`src/rtl/fp_mul_add_unit.sv`:
```
// fp_mul_add_unit: multi-cycle IEEE-754-style FADD/FSUB/FMUL/FMADD/FMSUB/FNMADD/FNMSUB unit with valid/ready handshakes
// Ports: clk, rst (async, active-high); i_kill aborts the in-flight operation;
//   request  i_req_valid/o_req_ready, i_command, i_rounding_mode, i_fp_src1..3 (latched at accept);
//   response o_resp_valid/i_resp_ready, o_fp_result, o_flags {NV,DZ,OF,UF,NX}.
// Commands: FADD=0 FSUB=1 FMUL=2 FMADD=3 FMSUB=4 FNMADD=5 FNMSUB=6. Rounding: RNE=0 RTZ=1 RDN=2 RUP=3 RMM=4.
module fp_mul_add_unit #(
  parameter int EXPONENT_WIDTH = 8,
  parameter int FRACTION_WIDTH = 23,
  parameter int WIDTH = 1 + EXPONENT_WIDTH + FRACTION_WIDTH
) (
  input  logic             clk,
  input  logic             rst,
  input  logic             i_kill,
  input  logic             i_req_valid,
  output logic             o_req_ready,
  input  logic [2:0]       i_command,
  input  logic [2:0]       i_rounding_mode,
  input  logic [WIDTH-1:0] i_fp_src1,
  input  logic [WIDTH-1:0] i_fp_src2,
  input  logic [WIDTH-1:0] i_fp_src3,
  output logic             o_resp_valid,
  input  logic             i_resp_ready,
  output logic [WIDTH-1:0] o_fp_result,
  output logic [4:0]       o_flags
);
  localparam int E = EXPONENT_WIDTH;
  localparam int F = FRACTION_WIDTH;
  localparam int W = WIDTH;
  localparam int BIAS = 2 ** (E - 1) - 1;
  localparam logic signed [E+1:0] EMAX = (E + 2)'(2 ** E - 2);
  localparam logic [W-1:0] QNAN = {1'b0, {E{1'b1}}, 1'b1, {(F-1){1'b0}}};
  localparam logic [2:0] FADD = 3'd0, FSUB = 3'd1, FMUL = 3'd2, FMADD = 3'd3, FMSUB = 3'd4, FNMADD = 3'd5, FNMSUB = 3'd6;
  localparam logic [2:0] RNE = 3'd0, RDN = 3'd2, RUP = 3'd3, RMM = 3'd4;
  localparam logic [4:0] FL_NV = 5'b10000, FL_OF = 5'b00100, FL_UF = 5'b00010, FL_NX = 5'b00001;
  typedef enum logic [1:0] {IDLE, MUL, ADD, DONE} state_t;
  state_t r_state, w_next;
  logic [2:0] r_cmd, r_rm;
  logic [W-1:0] r_s1, r_s2, r_s3, r_prod, r_result;
  logic [4:0] r_flags;
  logic w_fused;
  logic [W-1:0] w_a, w_b;
  logic [W+4:0] w_mul, w_add;
  function automatic logic is_nan(input logic [W-1:0] x);
    return &x[W-2:F] && |x[F-1:0];
  endfunction
  function automatic logic is_snan(input logic [W-1:0] x);
    return is_nan(x) && !x[F-1];
  endfunction
  function automatic logic is_inf(input logic [W-1:0] x);
    return &x[W-2:F] && ~|x[F-1:0];
  endfunction
  function automatic logic is_zero(input logic [W-1:0] x);
    return ~|x[W-2:F];
  endfunction
  function automatic int lzc(input logic [F+3:0] v);
    int n;
    n = F + 4;
    for (int i = 0; i < F + 4; i++) if (v[i]) n = F + 3 - i;
    return n;
  endfunction
  // m = {hidden, fraction, guard, round, sticky}; returns {flags, packed result}
  function automatic logic [W+4:0] round_pack(input logic s, input logic signed [E+1:0] e, input logic [F+3:0] m, input logic [2:0] rm);
    logic nx, inc;
    logic [F+1:0] r;
    logic signed [E+1:0] er;
    nx = |m[2:0];
    inc = rm == RNE ? m[2] & (m[3] | m[1] | m[0]) :
          rm == RDN ? s & nx :
          rm == RUP ? !s & nx :
          rm == RMM ? m[2] : 1'b0;
    r = {1'b0, m[F+3:3]} + {{(F+1){1'b0}}, inc};
    er = e + {{(E+1){1'b0}}, r[F+1]};
    if (er > EMAX)
      return {FL_OF | FL_NX, (rm == RNE || rm == RMM || (rm == RUP && !s) || (rm == RDN && s)) ?
              {s, {E{1'b1}}, {F{1'b0}}} : {s, {(E-1){1'b1}}, 1'b0, {F{1'b1}}}};
    if (er[E+1] || er == '0) return {FL_UF | FL_NX, s, {(W-1){1'b0}}};
    return {4'b0, nx, s, er[E-1:0], r[F+1] ? r[F:1] : r[F-1:0]};
  endfunction
  function automatic logic [W+4:0] fp_mul(input logic [W-1:0] a, input logic [W-1:0] b, input logic [2:0] rm);
    logic s;
    logic [2*F+1:0] p, pn;
    logic signed [E+1:0] e;
    s = a[W-1] ^ b[W-1];
    p = {{(F+1){1'b0}}, 1'b1, a[F-1:0]} * {{(F+1){1'b0}}, 1'b1, b[F-1:0]};
    pn = p[2*F+1] ? p : p << 1;
    e = {2'b0, a[W-2:F]} + {2'b0, b[W-2:F]} - (E + 2)'(BIAS) + {{(E+1){1'b0}}, p[2*F+1]};
    if (is_nan(a) || is_nan(b)) return {is_snan(a) || is_snan(b) ? FL_NV : 5'b0, QNAN};
    if ((is_inf(a) && is_zero(b)) || (is_zero(a) && is_inf(b))) return {FL_NV, QNAN};
    if (is_inf(a) || is_inf(b)) return {5'b0, s, {E{1'b1}}, {F{1'b0}}};
    if (is_zero(a) || is_zero(b)) return {5'b0, s, {(W-1){1'b0}}};
    return round_pack(s, e, {pn[2*F+1:F-1], |pn[F-2:0]}, rm);
  endfunction
  function automatic logic [W+4:0] fp_add(input logic [W-1:0] a, input logic [W-1:0] b, input logic [2:0] rm);
    logic [W-1:0] l, t;
    logic [F+3:0] ml, ms, msa, d4;
    logic [F+4:0] sum;
    logic [E-1:0] de;
    logic signed [E+1:0] e;
    int sh, n;
    if (is_nan(a) || is_nan(b)) return {is_snan(a) || is_snan(b) ? FL_NV : 5'b0, QNAN};
    if (is_inf(a) && is_inf(b) && a[W-1] != b[W-1]) return {FL_NV, QNAN};
    if (is_inf(a)) return {5'b0, a};
    if (is_inf(b)) return {5'b0, b};
    if (is_zero(a) && is_zero(b)) return {5'b0, (a[W-1] && b[W-1]) || rm == RDN, {(W-1){1'b0}}};
    if (is_zero(a)) return {5'b0, b};
    if (is_zero(b)) return {5'b0, a};
    l = a[W-2:0] >= b[W-2:0] ? a : b;
    t = a[W-2:0] >= b[W-2:0] ? b : a;
    de = l[W-2:F] - t[W-2:F];
    sh = int'(de) > F + 4 ? F + 5 : int'(de);
    ml = {1'b1, l[F-1:0], 3'b0};
    ms = {1'b1, t[F-1:0], 3'b0};
    msa = ms >> sh;
    // bits shifted out of the smaller operand collapse into the sticky position
    msa[0] = msa[0] | ((msa << sh) != ms);
    e = {2'b0, l[W-2:F]};
    if (l[W-1] == t[W-1]) begin
      sum = {1'b0, ml} + {1'b0, msa};
      return sum[F+4] ? round_pack(l[W-1], e + (E + 2)'(1), {sum[F+4:2], |sum[1:0]}, rm) : round_pack(l[W-1], e, sum[F+3:0], rm);
    end
    d4 = ml - msa;
    if (d4 == '0) return {5'b0, rm == RDN, {(W-1){1'b0}}};
    n = lzc(d4);
    return round_pack(l[W-1], e - (E + 2)'(n), d4 << n, rm);
  endfunction
  always_comb begin
    w_fused = r_cmd >= FMADD;
    w_a = (w_fused ? r_prod : r_s1) ^ {r_cmd == FNMADD || r_cmd == FNMSUB, {(W-1){1'b0}}};
    w_b = (w_fused ? r_s3 : r_s2) ^ {r_cmd == FSUB || r_cmd == FMSUB || r_cmd == FNMADD, {(W-1){1'b0}}};
    w_mul = fp_mul(r_s1, r_s2, r_rm);
    w_add = fp_add(w_a, w_b, r_rm);
  end
  always_ff @(posedge clk or posedge rst)
    if (rst) r_state <= IDLE;
    else r_state <= w_next;
  always_comb
    w_next = i_kill ? IDLE :
             r_state == IDLE ? (i_req_valid ? (i_command <= FSUB ? ADD : MUL) : IDLE) :
             r_state == MUL ? (r_cmd == FMUL ? DONE : ADD) :
             r_state == ADD ? DONE :
             i_resp_ready ? IDLE : DONE;
  always_comb begin
    o_req_ready = r_state == IDLE;
    o_resp_valid = r_state == DONE;
  end
  always_ff @(posedge clk or posedge rst)
    if (rst) begin
      r_cmd <= '0;
      r_rm <= '0;
      r_s1 <= '0;
      r_s2 <= '0;
      r_s3 <= '0;
      r_prod <= '0;
      r_result <= '0;
      r_flags <= '0;
    end else if (i_kill) begin
      r_flags <= '0;
    end else if (r_state == IDLE && i_req_valid) begin
      r_cmd <= i_command;
      r_rm <= i_rounding_mode;
      r_s1 <= i_fp_src1;
      r_s2 <= i_fp_src2;
      r_s3 <= i_fp_src3;
      r_flags <= '0;
    end else if (r_state == MUL) begin
      r_prod <= w_mul[W-1:0];
      r_flags <= r_flags | w_mul[W+4:W];
      if (r_cmd == FMUL) r_result <= w_mul[W-1:0];
    end else if (r_state == ADD) begin
      r_result <= w_add[W-1:0];
      r_flags <= r_flags | w_add[W+4:W];
    end
  assign o_fp_result = r_result;
  assign o_flags = r_flags;
endmodule

```
`config.mk`:
```
export PLATFORM = sky130hd
export DESIGN_NAME = fp_mul_add_unit
export DESIGN_NICKNAME = d
export VERILOG_FILES = /design/src/rtl/fp_mul_add_unit.sv
export SDC_FILE = /design/constraint.sdc
export NUM_CORES = 2
export LEC_CHECK = 0
export BUFFER_PORTS_ARGS = -buffer_cell sky130_fd_sc_hd__buf_2
export CAP_MARGIN = 20
export CORE_MARGIN = 5
export CORE_UTILIZATION = 50
export DETAILED_ROUTE_END_ITERATION = 6
export PLACE_DENSITY_LB_ADDON = 0.05
export SLEW_MARGIN = 20
export SYNTH_ARGS = -nofsm -noshare
export SYNTH_HDL_FRONTEND = slang
export SYNTH_SLANG_ARGS = --single-unit
export TNS_END_PERCENT = 100
```
`constraint.sdc`:
```
create_clock -name clk -period 52.5 [get_ports clk]
set_clock_uncertainty 0.15 [all_clocks]
set_input_delay 10.5 -clock clk [delete_from_list [all_inputs] [get_ports clk]]
set_output_delay 10.5 -clock clk [all_outputs]
set_load 0.005 [all_outputs]
```
==> flow_summary.toml <==
[routing]
first_pass_iters = 6
routed-via-count = 43500
wl_per_cell_um = 26.7
routed_via_density = 6.45
drt-total-wl_mm = 180
route.detailed.drc = 0
drtIter0Drc = 4829
antenna_left = 0

[synthesis]
synthTopCellsByArea = "fa_1 22%, dfrtp_1 9.8%, ha_1 8.3%"
synth_top_cell_by_area = "fa_1"
synth_warnings = 0
syn_nets = 6493
syn_inst = 5609
synth_area_per_cell_um2 = 7.80
synth_flop_cell = "dfrtp_1"
ys_types = 130
synth_top_area_share_pct = 22.2
yosysSeqAreaShare_pct = 9.84
synth_area_mm2 = 0.0437
synth_edf_count = 0
ys_ff_latch = 172
async_flop_share_pct = 100

[critical_path]
path_buf_inv = 9
r2r_start = "r_cmd[0]"
start_kind = "register"
cp-end-kind = "register"
cp.arrival_ns = 22.92
worstPathRequired_ns = 52.74
critPathMaxStageDelay_ns = 1.09
crit_fanout = 61
reg2reg_depth = 83
criticalPathCategory = "reg -> reg"
r2r_slack_ns = 29.81
rr_endpoint = "o_fp_result[0]"
crit_top_cell = "a21oi_1"
cp_top_family = "simple AND/OR/NAND/NOR gates"
cp_slowest_cell = "a2111oi_0"

[placement]
dp_worst_setup_slack_ns = 30.64
dpl_cell_area_mm2 = 0.0456
hpwl_mm = 142
gp_congestion = 1.07
portBuffers = 144

[clocking]
cts_buffers = 17
cts_resized = 0
h-tree-depth = 4
insertion_delay_ns = 0.48
ctsHoldBuffers = 0
cts_tree = "yes"
path_clk_slew_ns = 0.09
cts_root_buf = "clkbuf_16"
cts.sinks = 172
cts_setup_buffers = 0
cts_buffer_depth = 2

[finish]
final_nets = 6457
final_layout_size_suffix_gt1_share_pct = 9.47
filler_cell_count = 8600
area_growth_pct = 5.54
layout_common_cells = "723 x nand2_1, 692 x inv_1, 486 x fa_1"
final_cell_area_mm2 = 0.0462
final_common_cell = "nand2_1"

[sta]
worst_pin_slew_ns = 1.31
fin_crit_sh_pct = 43.2
setup_violations = 0
maxSlewViolCount = 0
rsz0062_at_grt = "false"
hold_violations = 0
max_freq_mhz = 44.1
finalSetupTns_ns = 0
slew_headroom_pct = 10.3
setup_slack_ns = 29.81
fin_crit_ns = 22.69

[floorplan]
die-area_mm2 = 0.0935
start_util_pct = 50.4
rows = 108
chipWidth_um = 306
die_h_um = 306
io_pins = 146
placeableCoreArea_mm2 = 0.0868

[global_routing]
grt_usage_pct = 37.7
grt_pass1_wl_mm = 273
grt_pass1_vias = 43100
grt_start_max_net_pins = 92
grt_overflow_total = 0
antenna_found_initial = 3

[run_status]
outcome = "finished, final reports clean"

[min_path]
hold_path_class = "reg -> reg"
worstHoldStart = "r_prod[9]"
hold_path_depth = 2
min_to = "r_prod[9]"

[job]
max_cap_viol_count = 0
[stage by stage]
stage	utilization, %	std cells	hold slack (ns)
6_report	53.2	6746	0.333
5_1_grt	53.2	6741	0.344
4_1_cts	53.2	6741	0.336
3_5_place_dp	52.6	6709	0.316
3_3_place_gp	52.5	6709	0.312
2_1_floorplan	-	5609	0.296
[worst register-to-register path: cells and delay by family, from the launching register on]
family | cells | cell delay [ns]
AOI/OAI and AO/OA | 31 | 8.17
adders and majority gates | 7 | 2.00
xor gates and xnor gates | 2 | 0.39
DFF | 1 | 0.53
muxes | 1 | 0.75
buffers and inverters | 9 | 2.26
and+or+nand+nor | 33 | 8.34
[per-layer routing]
| metal | part of all wire (%) | vias to the layer above | track usage [%] |
|---|---|---|---|
| met5 | 0.0072 | - | 0 |
| met4 | 5.8 | 2 | 17.2 |
| met3 | 11 | 603 | 8.76 |
| met2 | 43 | 2557 | 57.4 |
| met1 | 41 | 21300 | 51.3 |
| li1 | - | 19100 | - |
[final cells by class]
class	instances	area [um2]	area share (%)
clock buffers	19	443	0.959
inverters	700	2640	5.71
repair buffers	269	1660	3.59
diodes	5	12.5	0.0271
clock inverters	13	125	0.271
multi-input cells	4413	35500	77.0
well taps	1155	1450	3.13
flip-flops and latches	172	4300	9.32
[state kept, by name (all words and copies together) (netlist names)]
name / count
o_flags: 4
o_fp_result: 32
r_cmd: 3
r_prod: 32
r_rm: 3
r_s1: 32
r_s2: 32
r_s3: 32
r_state: 2
[how the worst max path moves through the flow]
stage | start | endpoint | slack, ns | cells past startpoint
after floorplan | r_cmd[2] | o_fp_result[12] | 34.16 | 94
after global routing | r_cmd[0] | o_fp_result[0] | 28.42 | 84
after detailed placement | r_cmd[0] | o_fp_result[0] | 30.64 | 84
final | r_cmd[0] | o_fp_result[0] | 29.81 | 83
after CTS | r_cmd[0] | o_fp_result[0] | 30.53 | 84
after global placement | r_cmd[0] | o_fp_result[0] | 30.99 | 83
[cells by family after synthesis]
family	synth area share (%)
AND/OR/NAND/NOR	21.5
adder cells (fa/ha/maj)	30.6
XOR/XNOR	4.12
flip-flops	9.84
other	0.00857
buffers and inverters	9.04
AO/OA/AOI/OAI	19.7
multiplexers	5.20
[synthesized netlist by cell type, drive strengths merged, types with 17 or more instances]
master     n
a2111oi   23
a211oi    65
a21boi    17
a21o      50
a21oi    331
a221oi    21
a22oi     18
a31oi     75
and2     273
and3      51
buf       80
clkbuf   244
dfrtp    172
fa       486
ha       291
inv      697
mux2     114
mux2i     96
nand2    724
nand2b    27
nand3    147
nand4     55
nor2     371
nor2b     19
nor3     106
nor4      48
o211ai    55
o21a      22
o21ai    267
o21bai    36
o221ai    29
o22ai     24
o31ai     36
or2       24
or3       39
xnor2    136
xor2      68
Power is left out: the tool's default activity adds up to more than one toggle a clock period on the data nets, which glitch-free logic cannot reach.
